--- config.mk ---
export PLATFORM = sky130hd
export DESIGN_NAME = ysyx_25040105_lsu
export DESIGN_NICKNAME = d
export VERILOG_FILES = /design/src/rtl/ysyx_25040105_lsu.sv
export SDC_FILE = /design/constraint.sdc
export NUM_CORES = 1
export LEC_CHECK = 0
export ABC_AREA = 1
export BUFFER_PORTS_ARGS = -buffer_cell sky130_fd_sc_hd__buf_4
export CAP_MARGIN = 20
export CORE_ASPECT_RATIO = 0.5
export CORE_UTILIZATION = 36
export DETAILED_ROUTE_END_ITERATION = 12
export PLACE_DENSITY = 0.63
export SETUP_SLACK_MARGIN = 0.2
export SYNTH_ARGS = -nofsm -noshare
export SYNTH_HDL_FRONTEND = slang
export SYNTH_SLANG_ARGS = --single-unit
--- constraint.sdc ---
create_clock -name clk -period 2.5 [get_ports clk]
set_input_delay 0.375 -clock clk [delete_from_list [all_inputs] [get_ports clk]]
set_output_delay 0.375 -clock clk [all_outputs]
set_load 0.1 [all_outputs]
--- src/rtl/ysyx_25040105_lsu.sv ---
// Load/store unit: one bus transaction at a time, load alignment/extension, store lane masks.
// Latency: 1 cycle for ALU pass-through, 3+ cycles for memory ops; holds each output until its ready.
module ysyx_25040105_lsu #(
  parameter int RESP_TIMEOUT = 255
) (
  input  logic        clk,
  input  logic        rst_n,
  input  logic        in_valid,
  output logic        in_ready,
  input  logic        in_mem_ren,
  input  logic        in_mem_wen,
  input  logic [1:0]  in_size,
  input  logic        in_unsigned,
  input  logic [31:0] in_addr,
  input  logic [31:0] in_wdata,
  input  logic [31:0] in_alu_result,
  input  logic [4:0]  in_rd,
  input  logic        in_rd_wen,
  output logic        mem_req_valid,
  input  logic        mem_req_ready,
  output logic [31:0] mem_req_addr,
  output logic        mem_req_wen,
  output logic [31:0] mem_req_wdata,
  output logic [3:0]  mem_req_wmask,
  input  logic        mem_resp_valid,
  input  logic [31:0] mem_resp_rdata,
  output logic        out_valid,
  input  logic        out_ready,
  output logic [31:0] out_data,
  output logic [4:0]  out_rd,
  output logic        out_rd_wen,
  output logic [1:0]  out_err
);

  typedef enum logic [1:0] {IDLE, REQ, WAIT, OUT} state_e;

  localparam logic [1:0]  ERR_OK   = 2'b00;
  localparam logic [1:0]  ERR_MIS  = 2'b01;
  localparam logic [1:0]  ERR_TO   = 2'b10;
  localparam logic [15:0] CNT_LAST = 16'(RESP_TIMEOUT - 1);

  state_e      state_q, state_d;
  logic [1:0]  size_q, size_d;
  logic        uns_q, uns_d;
  logic [1:0]  off_q, off_d;
  logic        wr_q, wr_d;
  logic [4:0]  rd_q, rd_d;
  logic        rd_wen_q, rd_wen_d;
  logic [15:0] cnt_q, cnt_d;

  logic        req_valid_q, req_valid_d;
  logic [31:0] req_addr_q, req_addr_d;
  logic        req_wen_q, req_wen_d;
  logic [31:0] req_wdata_q, req_wdata_d;
  logic [3:0]  req_wmask_q, req_wmask_d;

  logic        out_valid_q, out_valid_d;
  logic [31:0] out_data_q, out_data_d;
  logic [4:0]  out_rd_q, out_rd_d;
  logic        out_rd_wen_q, out_rd_wen_d;
  logic [1:0]  out_err_q, out_err_d;

  logic        in_mem, in_mis;
  logic [31:0] st_wdata;
  logic [3:0]  st_wmask;
  logic [31:0] load_v, load_ext;

  assign in_mem = in_mem_ren | in_mem_wen;
  assign in_mis = ((in_size == 2'b01) && in_addr[0]) || (in_size[1] && (in_addr[1:0] != 2'b00));

  always_comb begin
    st_wdata = in_wdata;
    st_wmask = 4'b1111;
    case (in_size)
      2'b00: begin
        st_wdata = {4{in_wdata[7:0]}};
        st_wmask = 4'b0001 << in_addr[1:0];
      end
      2'b01: begin
        st_wdata = {2{in_wdata[15:0]}};
        st_wmask = 4'b0011 << in_addr[1:0];
      end
      default: ;
    endcase
  end

  // Bring the addressed lane down to bit 0, then extend by the latched size.
  assign load_v = mem_resp_rdata >> {off_q, 3'b000};

  always_comb begin
    load_ext = load_v;
    if (size_q == 2'b00) begin
      load_ext = uns_q ? {24'b0, load_v[7:0]} : {{24{load_v[7]}}, load_v[7:0]};
    end else if (size_q == 2'b01) begin
      load_ext = uns_q ? {16'b0, load_v[15:0]} : {{16{load_v[15]}}, load_v[15:0]};
    end
  end

  always_comb begin
    state_d      = state_q;
    size_d       = size_q;
    uns_d        = uns_q;
    off_d        = off_q;
    wr_d         = wr_q;
    rd_d         = rd_q;
    rd_wen_d     = rd_wen_q;
    cnt_d        = cnt_q;
    req_valid_d  = req_valid_q;
    req_addr_d   = req_addr_q;
    req_wen_d    = req_wen_q;
    req_wdata_d  = req_wdata_q;
    req_wmask_d  = req_wmask_q;
    out_valid_d  = out_valid_q;
    out_data_d   = out_data_q;
    out_rd_d     = out_rd_q;
    out_rd_wen_d = out_rd_wen_q;
    out_err_d    = out_err_q;
    case (state_q)
      IDLE: begin
        if (in_valid) begin
          size_d   = in_size;
          uns_d    = in_unsigned;
          off_d    = in_addr[1:0];
          wr_d     = in_mem_wen;
          rd_d     = in_rd;
          rd_wen_d = in_rd_wen;
          if (!in_mem) begin
            state_d      = OUT;
            out_valid_d  = 1'b1;
            out_data_d   = in_alu_result;
            out_rd_d     = in_rd;
            out_rd_wen_d = in_rd_wen;
            out_err_d    = ERR_OK;
          end else if (in_mis) begin
            state_d      = OUT;
            out_valid_d  = 1'b1;
            out_data_d   = 32'h0;
            out_rd_d     = in_rd;
            out_rd_wen_d = 1'b0;
            out_err_d    = ERR_MIS;
          end else begin
            state_d     = REQ;
            req_valid_d = 1'b1;
            req_addr_d  = {in_addr[31:2], 2'b00};
            req_wen_d   = in_mem_wen;
            req_wdata_d = st_wdata;
            req_wmask_d = in_mem_wen ? st_wmask : 4'b0000;
          end
        end
      end
      REQ: begin
        if (mem_req_ready) begin
          state_d     = WAIT;
          cnt_d       = 16'd0;
          req_valid_d = 1'b0;
          req_addr_d  = 32'h0;
          req_wen_d   = 1'b0;
          req_wdata_d = 32'h0;
          req_wmask_d = 4'b0000;
        end
      end
      WAIT: begin
        if (mem_resp_valid) begin
          state_d      = OUT;
          out_valid_d  = 1'b1;
          out_data_d   = wr_q ? 32'h0 : load_ext;
          out_rd_d     = rd_q;
          out_rd_wen_d = rd_wen_q;
          out_err_d    = ERR_OK;
        end else if (cnt_q == CNT_LAST) begin
          state_d      = OUT;
          out_valid_d  = 1'b1;
          out_data_d   = 32'h0;
          out_rd_d     = rd_q;
          out_rd_wen_d = 1'b0;
          out_err_d    = ERR_TO;
        end else begin
          cnt_d = cnt_q + 16'd1;
        end
      end
      OUT: begin
        if (out_ready) begin
          state_d      = IDLE;
          out_valid_d  = 1'b0;
          out_data_d   = 32'h0;
          out_rd_d     = 5'd0;
          out_rd_wen_d = 1'b0;
          out_err_d    = ERR_OK;
        end
      end
      default: state_d = IDLE;
    endcase
  end

  always_ff @(posedge clk or negedge rst_n) begin
    if (!rst_n) begin
      state_q      <= IDLE;
      size_q       <= 2'b00;
      uns_q        <= 1'b0;
      off_q        <= 2'b00;
      wr_q         <= 1'b0;
      rd_q         <= 5'd0;
      rd_wen_q     <= 1'b0;
      cnt_q        <= 16'd0;
      req_valid_q  <= 1'b0;
      req_addr_q   <= 32'h0;
      req_wen_q    <= 1'b0;
      req_wdata_q  <= 32'h0;
      req_wmask_q  <= 4'b0000;
      out_valid_q  <= 1'b0;
      out_data_q   <= 32'h0;
      out_rd_q     <= 5'd0;
      out_rd_wen_q <= 1'b0;
      out_err_q    <= ERR_OK;
    end else begin
      state_q      <= state_d;
      size_q       <= size_d;
      uns_q        <= uns_d;
      off_q        <= off_d;
      wr_q         <= wr_d;
      rd_q         <= rd_d;
      rd_wen_q     <= rd_wen_d;
      cnt_q        <= cnt_d;
      req_valid_q  <= req_valid_d;
      req_addr_q   <= req_addr_d;
      req_wen_q    <= req_wen_d;
      req_wdata_q  <= req_wdata_d;
      req_wmask_q  <= req_wmask_d;
      out_valid_q  <= out_valid_d;
      out_data_q   <= out_data_d;
      out_rd_q     <= out_rd_d;
      out_rd_wen_q <= out_rd_wen_d;
      out_err_q    <= out_err_d;
    end
  end

  assign in_ready      = (state_q == IDLE);
  assign mem_req_valid = req_valid_q;
  assign mem_req_addr  = req_addr_q;
  assign mem_req_wen   = req_wen_q;
  assign mem_req_wdata = req_wdata_q;
  assign mem_req_wmask = req_wmask_q;
  assign out_valid     = out_valid_q;
  assign out_data      = out_data_q;
  assign out_rd        = out_rd_q;
  assign out_rd_wen    = out_rd_wen_q;
  assign out_err       = out_err_q;

endmodule

# After elaboration in Yosys (flattened, before gate mapping)
# Index checks and enable logic that the tools add are counted.
# op_classes
addsub,1
multipliers,0
n_div,0
n_lt_le_gt_ge,0
eq_ne,15
shifts,3
n_mux,76
bitwise_logic,1
n_reduce_logical,15
# op_table
cell,n
$mux 32,18
$pmux 32 s2,3
$pmux 32 s3,1
$mux 16,3
$pmux 16 s2,1
$shr 32x5->32,1
$mux 5,6
$mux 2,12
$mux 4,5
$mux 1,18
$add 16x1->16 const B,1
$eq 16x8->1 const B,1
$pmux 4 s2,2
$pmux 5 s3,1
$ne 2x2->1 const B,6
$reduce_and 5->1,2
$pmux 2 s4,1
$reduce_and 4->1,2
$eq 2x1->1 const B,3
$logic_not 2->1,3
$pmux 1 s3,2
$pmux 2 s3,1
$reduce_bool 2->1,3
$eq 2x2->1 const B,2
11 further kinds,13
# word_totals
regBits,141
latch_bits,0
mem_bits_rw,0
mem_bits_ro,0
output_inout_bits,112
elab_cells,129
n_memories,0

# Depth between registers and ports, before layout
# Gate-level depths: netlist of the first run.
# logic_depth
ltp_word,7
mapped_depth,13

# Worst setup path after synthesis of the first run
# No wires, ideal clock.
# synth_timing
kind,flip-flop to flip-flop
startpoint,reg state_q[0]
endpoint,reg req_addr_q[12] (netlist: mem_req_addr[12])
setup_ns,0.120
arrival_ns,2.342
slack_ns,0.038
path_stages_with_launch,12
n_path_buf,2
period_less_slack_ns,2.462
cell_sequence,dfrtp_1 inv_1 ha_1 inv_1 nor2_1 nand3_1 o21ai_2 nand2_1 buf_4 buf_2 nand2_1 nand2_1
# synth_between
elab_chain_len,3
word_cells_on_any_way,9
# synth_lines
item,line_no,text
start: declaration,42,"state_e state_q, state_d;"
start signal: assignment,216,state_q <= state_d;
$logic_not 2->1 (*),-,
named net in_ready,9,"output logic in_ready,"
$ne 2x2->1 (no source line) (tied with other cells),-,
$reduce_and 5->1 (no source line),-,
end signal: assignment,225,req_addr_q <= req_addr_d;
end: declaration,52,"logic [31:0] req_addr_q, req_addr_d;"
# Mark *: on every way through the listed nets, which the timed path passes. The rest lies on a longest branch.
# A chain may end at the register's enable or synchronous reset.

# Final worst setup path of the first run
# layout_timing
startpoint,reg state_q[0]
endpoint,reg req_addr_q[28] (netlist: mem_req_addr[28])
# layout_between
elab_chain_len,3
word_cells_on_any_way,9
# layout_lines
item,line_no,text
$eq 2x1->1 / $logic_not 2->1 (equally long branches),118,case (state_q)
$ne 2x2->1 (no source line) (tied with other cells),-,
$reduce_and 5->1 (no source line),-,
# Parallel ways exist; a longest one is shown, timed or not.

==> results.cfg, run 1 <==
[min_path]
hold_start = in_addr[2]
hold_class = primary input to register
hold_depth = 3

[detailed_routing]
dr_total_vias = 7562
drt-total-wl_um = 23600
viasPerCell = 4.87
drc = 0
drt_pass1_iterations = 5
drt_iter0_drc = 468
antenna_left = 0
wl_per_cell_um = 15.2

[floorplanning]
die_area_mm2 = 0.0213
dieHeight_um = 104
io-pin-count = 257
design.core.area_mm2 = 0.0199
die_w_um = 206
num_rows = 36
start_util = 0.375

[global_route]
gr-usage-met1 = 0.299
met2_usage = 0.364
grt_pass1_vias = 7385
grt_max_degree = 69
grtUsageMet3 = 0.0648
grt-ovfl-total = 0
grt_use_total = 0.229
antenna_found_initial = 0
busiest_layer = met2
grt_pass1_wl_um = 38400

[sta]
tightest_slew_ns = 0.701
fin_crit_ns = 2.06
tns_ns = 0
rsz0062_at_grt = no
setup_violations = 0
setup_slack_ns = 0.438
hold_violations = 0
maxSlewHeadroom = 0.531
maxSlewViolCount = 0
fmax_mhz = 485
finClkSkew_ns = 0.00697
timing.final.crit_share = 0.825

[cts]
clock-root-buffer = clkbuf_16
cts_tree = done
clock_latency_ns = 0.44
cts.reportedPaths.clkPinSlew_ns = 0.06
numClockSinks = 139
clockBufferDepth = 2
postCtsSetupBuffers = 0
h-tree-depth = 4
cts_made_buffers = 17

[critical_path]
path_cells = inv_1 -> ha_2 -> inv_1 -> nor2_1 -> nand3_1 -> o21ai_2 -> nand2_2 -> inv_1 -> buf_12 -> nand2_1 -> nand2_1
path_delay_family = simple AND/OR/NAND/NOR gates
arrival_ns = 2.43
crit_start = state_q[0]
worst_path_most_repeated_cell = inv_1
ff2ff_path_depth = 11
r2r_start = state_q[0]
slowest_stage = dfrtp_1
critPathMaxFanout = 41
startpoint_type = register
crit_type = register to register
endpoint_kind = register
critical_path_buf_inv_count = 4
required_ns = 2.87
cp.depth = 11
max_stage_delay_ns = 0.40

[yosys]
yosysSeqAreaShare = 0.467
syn_avg_cell_area_um2 = 7.21
synthCells = 1034
synth_cell_types = 33
ys_ff_latch = 139
syn_area_mm2 = 0.00746
yosysWarnings = 0

[placed_design]
numPortBuffers = 254
dpl_worst_slack_ns = 0.414
dp_hpwl_um = 17600
place.gp.congestion = 0.887
place_inst = 1521

[cells_and_area]
n_fill_cell = 1910
insertedDiodeCount = 0
drive_gt1_frac = 0.252
mostFrequentLayoutCell = nand2_1
nets = 1427
mostFrequentLayoutCells = 410 x nand2_1, 271 x buf_4, 139 x dfrtp_1, 89 x nor2_1, 86 x o21ai_0
fin_cells = 1553
syn_to_final_growth_pct = 37.0
post-route-util = 0.514

[job]
cap_violations = 0

[run_status]
status = finished, final reports clean
[final timing paths]
path | end | slack (ns)
worst max-delay path | mem_req_addr[28] | 0.44
worst min-delay path | mem_req_addr[2] | 0.13
worst max register to register | mem_req_addr[28] | 0.44
worst min register to register | mem_req_wdata[20] | 0.48
max in group asynchronous | mem_req_addr[13] | 1.34
min in group asynchronous | mem_req_wdata[31] | 0.49
[timing repair]
action                                 in CTS  in global routing
setup endpoints to repair                   0                  4
endpoints found under the hold margin      57                  0
gates resized for setup                     0                  2
hold buffers                                1                  0
[registers in the layout, summed over array words and instances (netlist names), 2 cells and up]
signal         cells
mem_req_wmask      4
out_data          32
state_q            2
rd_q               5
out_err            2
off_q              2
mem_req_addr      30
mem_req_wdata     32
size_q             2
cnt_q             16
out_rd             5
[worst reg2reg max path: stages, from the launching register on]
cell     delay, ns
dfrtp_1       0.40
inv_1         0.14
ha_2          0.26
inv_1         0.07
nor2_1        0.11
nand3_1       0.13
o21ai_2       0.12
nand2_2       0.22
inv_1         0.17
buf_12        0.21
nand2_1       0.11
nand2_1       0.06
[synthesized netlist by cell type]
| library cell | instances | area share |
|---|---|---|
| nand3b_1 | 1 | 0.0010 |
| o31ai_1 | 21 | 0.021 |
| nand3_4 | 1 | 0.0023 |
| xor2_1 | 2 | 0.0023 |
| nand2_4 | 1 | 0.0015 |
| a21oi_1 | 21 | 0.014 |
| nand3_1 | 44 | 0.030 |
| dfrtp_1 | 139 | 0.47 |
| nor2_2 | 1 | 0.00084 |
| nand2_2 | 3 | 0.0025 |
| clkbuf_1 | 17 | 0.0086 |
| o21bai_1 | 1 | 0.0010 |
| buf_1 | 1 | 0.00050 |
| nor3_1 | 7 | 0.0047 |
| conb_1 | 1 | 0.00050 |
| ha_1 | 7 | 0.012 |
| nand2_1 | 411 | 0.21 |
| nand4_1 | 32 | 0.027 |
| inv_2 | 6 | 0.0030 |
| o22ai_1 | 7 | 0.0059 |
| a41oi_1 | 1 | 0.0012 |
| a22o_1 | 1 | 0.0012 |
| a21oi_4 | 1 | 0.0022 |
| or2_1 | 1 | 0.00084 |
| a32o_1 | 1 | 0.0013 |
| nor2_1 | 90 | 0.045 |
| o211ai_1 | 7 | 0.0070 |
| o21ai_0 | 86 | 0.058 |
| buf_2 | 29 | 0.019 |
| or2_2 | 2 | 0.0017 |
| inv_1 | 82 | 0.041 |
| buf_4 | 8 | 0.0081 |
| o21ai_2 | 1 | 0.0012 |
[metal layers]
metal / part of all wire / vias up / wire (um)
met3: 0.064 / 31 / 1510
met4: 0.021 / 0 / 500
met1: 0.44 / 3523 / 10300
met2: 0.48 / 223 / 11300
met5: 0 / - / 0
li1: - / 3785 / -
[cell type report]
class	instances	area, um2	share of cell area
flip-flops and latches	139	3480	0.341
multi-input cells	753	3390	0.332
repair buffers	276	2120	0.207
clock buffers	19	443	0.0434
inverters	88	333	0.0326
well taps	266	333	0.0326
clock inverters	12	124	0.0121
[cell families (layout without fill, tap and decap cells)]
kind of cell	count (synthesis)	after routing	share of synthesized area
and+or+nand+nor	594	594	0.324
adders and majority gates	7	7	0.0117
xor gates and xnor gates	2	2	0.00235
DFF	139	139	0.467
AOI/OAI and AO/OA	148	148	0.114
other	1	2	0.000503
buffers and inverters	143	395	0.0809
[through the flow]
step	cell area (um2)	hold WS [ns]
2_1_floorplan	7460	0.0794
3_3_place_gp	9630	0.405
6_report	10200	0.131
3_5_place_dp	9630	0.406
5_1_grt	10200	0.122
4_1_cts	10200	0.116
Power of run 1 is left out: the tool's default activity adds up to more than one toggle a clock period on the data nets, which glitch-free logic cannot reach.
==> run 2: changes to the inputs <==
- ABC_AREA: 1 -> 0
- clock period: 2.5 -> 1.9 ns (I/O delays scaled with it)
==> run 2 against run 1 <==
  * The flow now finishes with violations (negative setup slack)
  * Synthesized cell count decreased by 41%
  * Clock-buffer cell count did not move
  * Core utilization grew 12 points
  * Final cell count down 21%
  * Cell area grew 17%
  * Clock skew grew 0.0067 ns
  * Setup slack worse by 0.53 ns
  * Via count shrank 13%
  * Fmax increased by 3.6%
  * Critical endpoint is now out_data[16]
==> results.cfg, run 2 <==
[pwr]
swShare = 0.517
seq_power_share = 0.188
p_clk_frac = 0.136
p_leak_nw = 5.78
power.switching_w = 0.0132
peakVddDrop_v = 0.00137
comb_power_share = 0.675
p_per_area_mw_per_mm2 = 2150
intPower_w = 0.0123

[critical_path]
ff2ff_path_depth = 5
r2r_start = off_q[0]
crit_type = register to register
critPathMaxFanout = 8
required_ns = 2.20
endpoint_kind = register
r2r_setup_slack_ns = -0.09
arrival_ns = 2.29
startpoint_type = register
reg2reg_to = out_data[16]

[cts]
numClockSinks = 139
clockBufferDepth = 2
clock-root-buffer = clkbuf_16
cts_made_buffers = 17
cts_tree = done
h-tree-depth = 4
clock_latency_ns = 0.42
cts.reportedPaths.clkPinSlew_ns = 0.06

[cells_and_area]
fin_cells = 1234
syn_to_final_growth_pct = 70.5
drive_gt1_frac = 0.549
mostFrequentLayoutCells = 308 x buf_4, 139 x dfrtp_1, 63 x a22o_1, 46 x mux2i_1
post-route-util = 0.637
n_fill_cell = 1463
insertedDiodeCount = 0
mostFrequentLayoutCell = buf_4
nets = 1114

[global_route]
grt_use_total = 0.246
grt_pass1_vias = 6587
grt_max_degree = 39
grt_pass1_wl_um = 37500
antenna_found_initial = 0
grt-ovfl-total = 0

[yosys]
synthArstFlopShare = 1.00
synth_common_cells = 139 x dfrtp_1, 63 x a22o_1, 47 x mux2_2, 47 x mux2i_1, 39 x nand2_1
synthCells = 613
synth_cell_types = 54
ys_ff_latch = 139
yosys.area.top_type = dfrtp_1
syn_area_mm2 = 0.00699
synth-main-ff-cell = dfrtp_1
yosys.cell_count.top_type = dfrtp_1
synth_edf_count = 0
yosysWarnings = 0
yosysSeqAreaShare = 0.498
ys_top_cells_by_area = dfrtp_1 50%, a22o_1 7.9%, mux2_2 7.6%
syn_avg_cell_area_um2 = 11.4
netlist.area_leader.share = 0.498

[sta]
finClkSkew_ns = 0.0136
setup_slack_ns = -0.0909
fmax_mhz = 502
setup_violations = 45
maxSlewViolCount = 0
rsz0062_at_grt = yes
timing.final.crit_share = 1.05
hold_violations = 0
fin_crit_ns = 1.99

[floorplanning]
io-pin-count = 257
dieHeight_um = 101
design.core.area_mm2 = 0.0187
num_rows = 35
start_util = 0.374
die_area_mm2 = 0.0200
die_w_um = 199

[detailed_routing]
viasPerCell = 5.30
drt-total-wl_um = 24800
dr_total_vias = 6544
drt_pass1_iterations = 5
drt_iter0_drc = 349
antenna_left = 0
wl_per_cell_um = 20.1
drc = 0

[job]
cap_violations = 0

[placed_design]
place.gp.congestion = 0.860
place_inst = 1142
numPortBuffers = 254
dp_hpwl_um = 16100

[min_path]
hold_class = primary input to register
hold_depth = 2
worstHoldEndpoint = mem_req_addr[8]
hold_start = in_addr[8]

[run_status]
violations = negative setup slack
status = finished, violations left
-- run 2: cell types whose count changed in the layout (fill, tap and decap cells not counted), sizes merged, moves of 17 or more --
| cell | delta |
|---|---|
| a22o | +62 |
| a32o | +17 |
| nand4 | -28 |
| nand2 | -376 |
| mux2 | +51 |
| mux2i | +47 |
| inv | -73 |
| nand3 | -38 |
| o31ai | -21 |
| nor2 | -66 |
| buf | +100 |
| o21ai | -58 |
| o2bb2ai | +18 |
-- run 2: power groups by stage --
stage	Clock [W]	Sequential [W]	Combinational [W]
global route	0.00366	0.00495	0.0178
floorplan	0	0.0112	0.00434
CTS	0.00354	0.00479	0.0166
finish	0.00348	0.00482	0.0173
global placement	0	0.00476	0.0141
detailed placement	0	0.00477	0.0142
-- run 2: logic make-up (layout without fill, tap and decap cells) --
| logic type | after synthesis | after routing | synth area share |
|---|---|---|---|
| AOI/OAI and AO/OA | 178 | 179 | 0.199 |
| DFF | 139 | 139 | 0.498 |
| and+or+nand+nor | 120 | 120 | 0.0881 |
| muxes | 99 | 99 | 0.153 |
| buffers and inverters | 60 | 420 | 0.0378 |
| xor gates and xnor gates | 9 | 9 | 0.0113 |
| adders and majority gates | 7 | 7 | 0.0125 |
| other | 1 | 2 | 0.000537 |
-- run 2: layout make-up --
| class | instances | area (um2) | share of cell area |
|---|---|---|---|
| Clock buffer | 19 | 453 | 0.0380 |
| Clock inverter | 13 | 155 | 0.0130 |
| Inverter | 10 | 45.0 | 0.00378 |
| Multi-Input combinational cell | 416 | 3960 | 0.332 |
| Sequential cell | 139 | 3480 | 0.292 |
| Tap cell | 259 | 324 | 0.0272 |
| Timing Repair Buffer | 378 | 3500 | 0.294 |
-- run 2: worst max-delay path, cell delays in order, from the launching register on --
cell and delay (ns):
dfrtp_1 0.40, mux4_2 0.58, a21o_4 0.25, and3_4 0.20, a22o_1 0.19, mux2_2 0.26
-- run 2: worst max-delay path by stage --
stage                        start      endpoint  slack (ns)  cells after the start
after CTS                 off_q[0]  out_data[23]       -0.07                      5
final                     off_q[0]  out_data[16]       -0.09                      5
after global placement    off_q[0]  out_data[23]       -0.11                      6
after global routing      off_q[0]  out_data[19]       -0.13                      5
after detailed placement  off_q[0]  out_data[23]       -0.11                      6
after floorplan           off_q[0]  out_data[17]       -0.14                      8
-- run 2: layer usage --
metal / GRT usage / up-vias / part of all wire
met5: 0 / - / 0
met4: 0.0598 / 0 / 0.013
li1: - / 3012 / -
met2: 0.399 / 184 / 0.50
met1: 0.335 / 3327 / 0.44
met3: 0.0535 / 21 / 0.047
-- run 2: per-stage QoR --
step | area, um2 | hold slack [ns] | TNS (ns) | total power [W] | worst slack [ns]
floorplan | 7320 | -0.0106 | -1.32 | 0.0155 | -0.142
global placement | 9850 | 0.225 | -1.02 | 0.0188 | -0.108
global route | 11900 | 0.0666 | -5.02 | 0.0265 | -0.131
detailed placement | 9850 | 0.225 | -1.32 | 0.0190 | -0.110
CTS | 11600 | 0.0699 | -0.505 | 0.0249 | -0.0668
finish | 11900 | 0.0851 | -1.79 | 0.0256 | -0.0909
-- run 2: repair_timing --
action | in CTS | in global routing
endpoints found under the setup margin | 125 | 128
hold buffers | 1 | 0
hold endpoints to repair | 35 | 0
buffers inserted | 30 | 13
cloned | 14 | 2
gates resized for setup | 105 | 35
pin swaps | 43 | 34
Power figures use the tool's default switching activity.
